===== src/rtl/debounce_multi.sv =====
// N-channel push-button conditioner: per channel a 2-FF synchroniser, saturating
// integrator, hysteretic level FSM, press/release/long-press pulses; plus any_change.

module debounce_ch #(
    parameter int CNT_W       = 20,
    parameter int MAX_COUNT   = 1048575,
    parameter int ON_TH       = 1000000,
    parameter int OFF_TH      = 500000,
    parameter int HOLD_CYCLES = 50000000,
    parameter int HOLD_W      = 26
) (
    input  logic clk,
    input  logic rst,
    input  logic btn,
    output logic level,
    output logic press,
    output logic released,
    output logic long_press,
    output logic change_nxt
);
    localparam logic [CNT_W-1:0]  MAX_C   = CNT_W'(MAX_COUNT);
    localparam logic [CNT_W-1:0]  ON_C    = CNT_W'(ON_TH);
    localparam logic [CNT_W-1:0]  OFF_C   = CNT_W'(OFF_TH);
    localparam logic [HOLD_W-1:0] HOLD_C  = HOLD_W'(HOLD_CYCLES);
    localparam logic [HOLD_W-1:0] HOLD_M1 = HOLD_W'(HOLD_CYCLES - 1);

    typedef enum logic {LOW, HIGH} state_t;

    state_t            state, state_nxt;
    logic              ff1, ff2;
    logic [CNT_W-1:0]  cnt;
    logic [HOLD_W-1:0] hold;

    always_ff @(posedge clk) begin
        if (rst) state <= LOW;
        else     state <= state_nxt;
    end

    // Thresholds act on the integrator value before this edge's update.
    always_comb begin
        state_nxt = state;
        case (state)
            LOW:     if (cnt >= ON_C)  state_nxt = HIGH;
            HIGH:    if (cnt <= OFF_C) state_nxt = LOW;
            default: state_nxt = LOW;
        endcase
    end

    assign level      = (state == HIGH);
    assign change_nxt = (state != state_nxt);

    always_ff @(posedge clk) begin
        if (rst) begin
            ff1        <= 1'b0;
            ff2        <= 1'b0;
            cnt        <= '0;
            hold       <= '0;
            press      <= 1'b0;
            released   <= 1'b0;
            long_press <= 1'b0;
        end else begin
            ff1 <= btn;
            ff2 <= ff1;
            if (ff2 && cnt < MAX_C)       cnt <= cnt + 1'b1;
            else if (!ff2 && cnt != '0)   cnt <= cnt - 1'b1;
            press    <= (state == LOW)  && (state_nxt == HIGH);
            released <= (state == HIGH) && (state_nxt == LOW);
            // Saturating at HOLD_C means the pulse can only fire once per hold.
            if (!level)              hold <= '0;
            else if (hold != HOLD_C) hold <= hold + 1'b1;
            long_press <= level && (hold == HOLD_M1);
        end
    end
endmodule

// Channel array plus the shared any_change strobe. The release pulse port is
// named 'released' because 'release' is a reserved word in SystemVerilog.
module debounce_multi #(
    parameter int N_CH        = 4,
    parameter int CNT_W       = 20,
    parameter int MAX_COUNT   = 1048575,
    parameter int ON_TH       = 1000000,
    parameter int OFF_TH      = 500000,
    parameter int HOLD_CYCLES = 50000000,
    parameter int HOLD_W      = 26
) (
    input  logic            clk,
    input  logic            rst,
    input  logic [N_CH-1:0] btn,
    output logic [N_CH-1:0] level,
    output logic [N_CH-1:0] press,
    output logic [N_CH-1:0] released,
    output logic [N_CH-1:0] long_press,
    output logic            any_change
);
    logic [N_CH-1:0] change_nxt;

    for (genvar g = 0; g < N_CH; g++) begin : g_ch
        debounce_ch #(
            .CNT_W(CNT_W), .MAX_COUNT(MAX_COUNT), .ON_TH(ON_TH), .OFF_TH(OFF_TH),
            .HOLD_CYCLES(HOLD_CYCLES), .HOLD_W(HOLD_W)
        ) u_ch (
            .clk        (clk),
            .rst        (rst),
            .btn        (btn[g]),
            .level      (level[g]),
            .press      (press[g]),
            .released   (released[g]),
            .long_press (long_press[g]),
            .change_nxt (change_nxt[g])
        );
    end

    always_ff @(posedge clk) begin
        if (rst) any_change <= 1'b0;
        else     any_change <= |change_nxt;
    end
endmodule

===== config.mk =====
export PLATFORM = sky130hd
export DESIGN_NAME = debounce_multi
export DESIGN_NICKNAME = d
export VERILOG_FILES = /design/src/rtl/debounce_multi.sv
export SDC_FILE = /design/constraint.sdc
export NUM_CORES = 1
export LEC_CHECK = 0
export CORE_MARGIN = 10
export CORE_UTILIZATION = 50
export DETAILED_ROUTE_END_ITERATION = 7
export GPL_TIMING_DRIVEN = 0
export HOLD_SLACK_MARGIN = 0.08
export PLACE_DENSITY = 0.66
export REMOVE_ABC_BUFFERS = 1
export SLEW_MARGIN = 20
export SYNTH_ARGS = -nofsm -noshare
export SYNTH_HDL_FRONTEND = slang
export SYNTH_SLANG_ARGS = --single-unit

===== constraint.sdc =====
create_clock -name clk -period 7.3 [get_ports clk]
set_input_delay 1.46 -clock clk [delete_from_list [all_inputs] [get_ports clk]]
set_output_delay 1.46 -clock clk [all_outputs]
set_load 0.005 [all_outputs]

==> out/qor.yml <==
area_growth_syn_to_layout_pct: 10.4
cp.required_ns: 7.73
layout_commonest_cell: "dfxtp_1"
antenna_found_initial: 0
r2r_slack_ns: 3.40
postCtsSetupBuffers: 0
worstSetupPathType: "flop to flop"
rows: 56
wire_per_inst_um: 14.0
min_from: "g_ch[0].u_ch.ff1$_SDFF_PP0_"
dp_hpwl_um: 17200
cap_violations: 0
fin_skew_ns: 0.00935
antennaDiodeCount: 0
synth_warnings: 0
firstDrtPassIters: 5
dieArea_mm2: 0.0303
final_cell_mix: "209 x dfxtp_1, 169 x nor2_1, 125 x a21oi_1"
critPathCaptureType: "flop"
setup_tns_ns: 0
async_flop_share_pct: 0
arrival_ns: 4.33
synth_cell_types: 69
tritoncts: "yes"
grt_pass1_wl_um: 43200
timing.final.ws_setup_ns: 3.40
clock_latency_ns: 0.52
stdcell_count: 1775
syn_avg_cell_area_um2: 8.20
p_total_mw: 4.93
post-place-ws_ns: 3.32
leakage_nw: 4.88
synthCells: 1444
placedCellCount: 1732
path_clk_slew_ns: 0.06
drcViolationCount: 0
yosysSeqAreaShare_pct: 35.3
n_fill_cell: 2235
tightest_slew_ns: 1.06
period_needed_ns: 3.90
drt_first_iter_violations: 542
port_buffers: 22
grt_use_total_pct: 15.9
drive_gt1_share_pct: 4.12
timing.final.crit_share_pct: 53.4
ctsResizeCount: 0
avgViaCountPerCell: 5.57
cts_root_buffer: "clkbuf_16"
ff2ff_path_depth: 13
htreeDepth: 1
synth-edff-count: 0
timing.final.max_slew_violations: 0
max-vdd-ir-drop_v: 0.000229
ant_nets: 0
worst_hold_path_type: "flop to flop"
grt_pass1_vias: 9388
grt_setup_unrepaired: "false"
dieWidth_um: 174
critPathLaunchType: "flop"
vias: 9881
fp.dieH_um: 174
hold_ws_ns: 0.440
ys.flop_type: "dfxtp_1"
hold-path-cell-count: 1
r2r-end: "g_ch[0].u_ch.cnt[19]$_SDFFE_PP0P_"
cts_buffers: 25
slew_headroom_pct: 29.1
nNetsFinal: 1531
clk_path_buf_depth: 3
core_mm2: 0.0234
ys_ff_latch: 209
grt_start_max_net_pins: 43
fmax_mhz: 256
setup_violations: 0
gr-total-overflow: 0
initial_utilization_pct: 50.6
power_density_mw_per_mm2: 377
hold_path_end: "g_ch[0].u_ch.ff2$_SDFF_PP0_"
wirelength_um: 24800
synth_area_mm2: 0.0118
num_io_pins: 23
place_congestion: 0.832
numClockSinks: 209
hold_viol: 0
cts-hold-fix-buffers: 0
regToRegStartpoint: "g_ch[0].u_ch.cnt[15]$_SDFFE_PP0P_"
path_max_fanout: 21
outcome: "completed"
==> critical path, stage by stage, from the launching register on <==
cell       delay (ns)
dfxtp_1          0.43
nand4_1          0.14
nor4_1           0.40
nand3_1          0.12
nand2_1          0.64
ha_1             0.37
o21a_1           0.17
a21oi_1          0.07
a31oi_1          0.21
nor2_1           0.12
o31ai_2          0.48
a221oi_2         0.18
or3b_1           0.39
o2111ai_1        0.10
==> cell type report <==
| type | count | area, um^2 | share of cell area, % |
|---|---|---|---|
| Clock buffer | 36 | 717 | 5.48 |
| Clock inverter | 7 | 143 | 1.09 |
| Inverter | 38 | 143 | 1.09 |
| Multi-Input combinational cell | 1143 | 7250 | 55.5 |
| Sequential cell | 209 | 4180 | 32.0 |
| Tap cell | 319 | 399 | 3.05 |
| Timing Repair Buffer | 23 | 238 | 1.82 |
==> metal layers <==
metal	routed length, um	vias up	track usage (%)	part of all wire [%]
met5	0	-	0	0
met4	369	0	3.71	1.5
met3	874	32	2.41	3.5
met2	11200	119	26.4	45
met1	12300	4593	21.3	50
li1	-	5137	-	-
==> worst max path at each step <==
stage                                 startpoint                           endpoint  slack, ns  cells past startpoint
2_1_floorplan  g_ch[0].u_ch.cnt[15]$_SDFFE_PP0P_  g_ch[0].u_ch.cnt[19]$_SDFFE_PP0P_       4.06                     13
3_3_place_gp                                 rst              any_change$_SDFF_PP0_       1.17                      5
3_5_place_dp                                 rst              any_change$_SDFF_PP0_       3.32                      6
4_1_cts         g_ch[3].u_ch.cnt[0]$_SDFFE_PP0P_  g_ch[3].u_ch.cnt[19]$_SDFFE_PP0P_       3.38                     13
5_1_grt         g_ch[3].u_ch.cnt[0]$_SDFFE_PP0P_  g_ch[3].u_ch.cnt[18]$_SDFFE_PP0P_       2.95                     13
6_report       g_ch[0].u_ch.cnt[15]$_SDFFE_PP0P_  g_ch[0].u_ch.cnt[19]$_SDFFE_PP0P_       3.40                     13
==> state kept, by name (all words and copies together), names as in the netlist <==
signal and flops:
g_ch.u_ch.cnt 80, g_ch.u_ch.level 4, g_ch.u_ch.ff2 4, g_ch.u_ch.hold 104
any_change 1, g_ch.u_ch.ff1 4, g_ch.u_ch.long_press 4, g_ch.u_ch.press 4
g_ch.u_ch.released 4
==> Yosys cell counts (10+ instances only) <==
cell	instances	area, um^2
nand3_1	57	285
nor2_1	169	634
buf_4	18	135
or3_1	21	131
o21ai_0	77	385
xor2_1	87	762
o21a_1	12	90.1
nand2b_1	24	150
nor2b_1	17	106
o22ai_1	11	68.8
xnor2_1	58	508
nor4_1	26	163
clkbuf_1	26	97.6
inv_1	38	143
a21oi_1	125	626
ha_1	81	1010
a21o_1	29	218
nand4_1	50	313
and3_1	23	144
dfxtp_1	209	4180
a31oi_1	10	62.6
nand2_1	116	435
nor3_1	40	200
==> stage by stage <==
step                utilization (%)  cell area, um^2
floorplan                         -            11600
global placement               52.1            12200
detailed placement             52.1            12200
CTS                            55.8            13100
global route                   55.9            13100
finish                         55.9            13100
==> cells by family (layout without fill, tap and decap cells) <==
| group | count (synthesis) | after routing | share of synthesized area [%] |
|---|---|---|---|
| flops | 209 | 209 | 35.3 |
| simple gates | 581 | 581 | 24.2 |
| mux | 9 | 9 | 0.771 |
| xor+xnor | 145 | 145 | 10.7 |
| fa+ha+maj | 85 | 85 | 9.23 |
| compound gates | 323 | 323 | 16.2 |
| buf+inv | 92 | 104 | 3.57 |
==> power by group <==
part / total, mW / internal, mW / switching (mW)
registers: 1.54 / 1.33 / 0.217
logic: 2.09 / 0.978 / 1.11
clock network: 1.29 / 0.819 / 0.475
total: 4.93 / 3.12 / 1.80
Note: power is estimated with default switching activity, not from simulation.
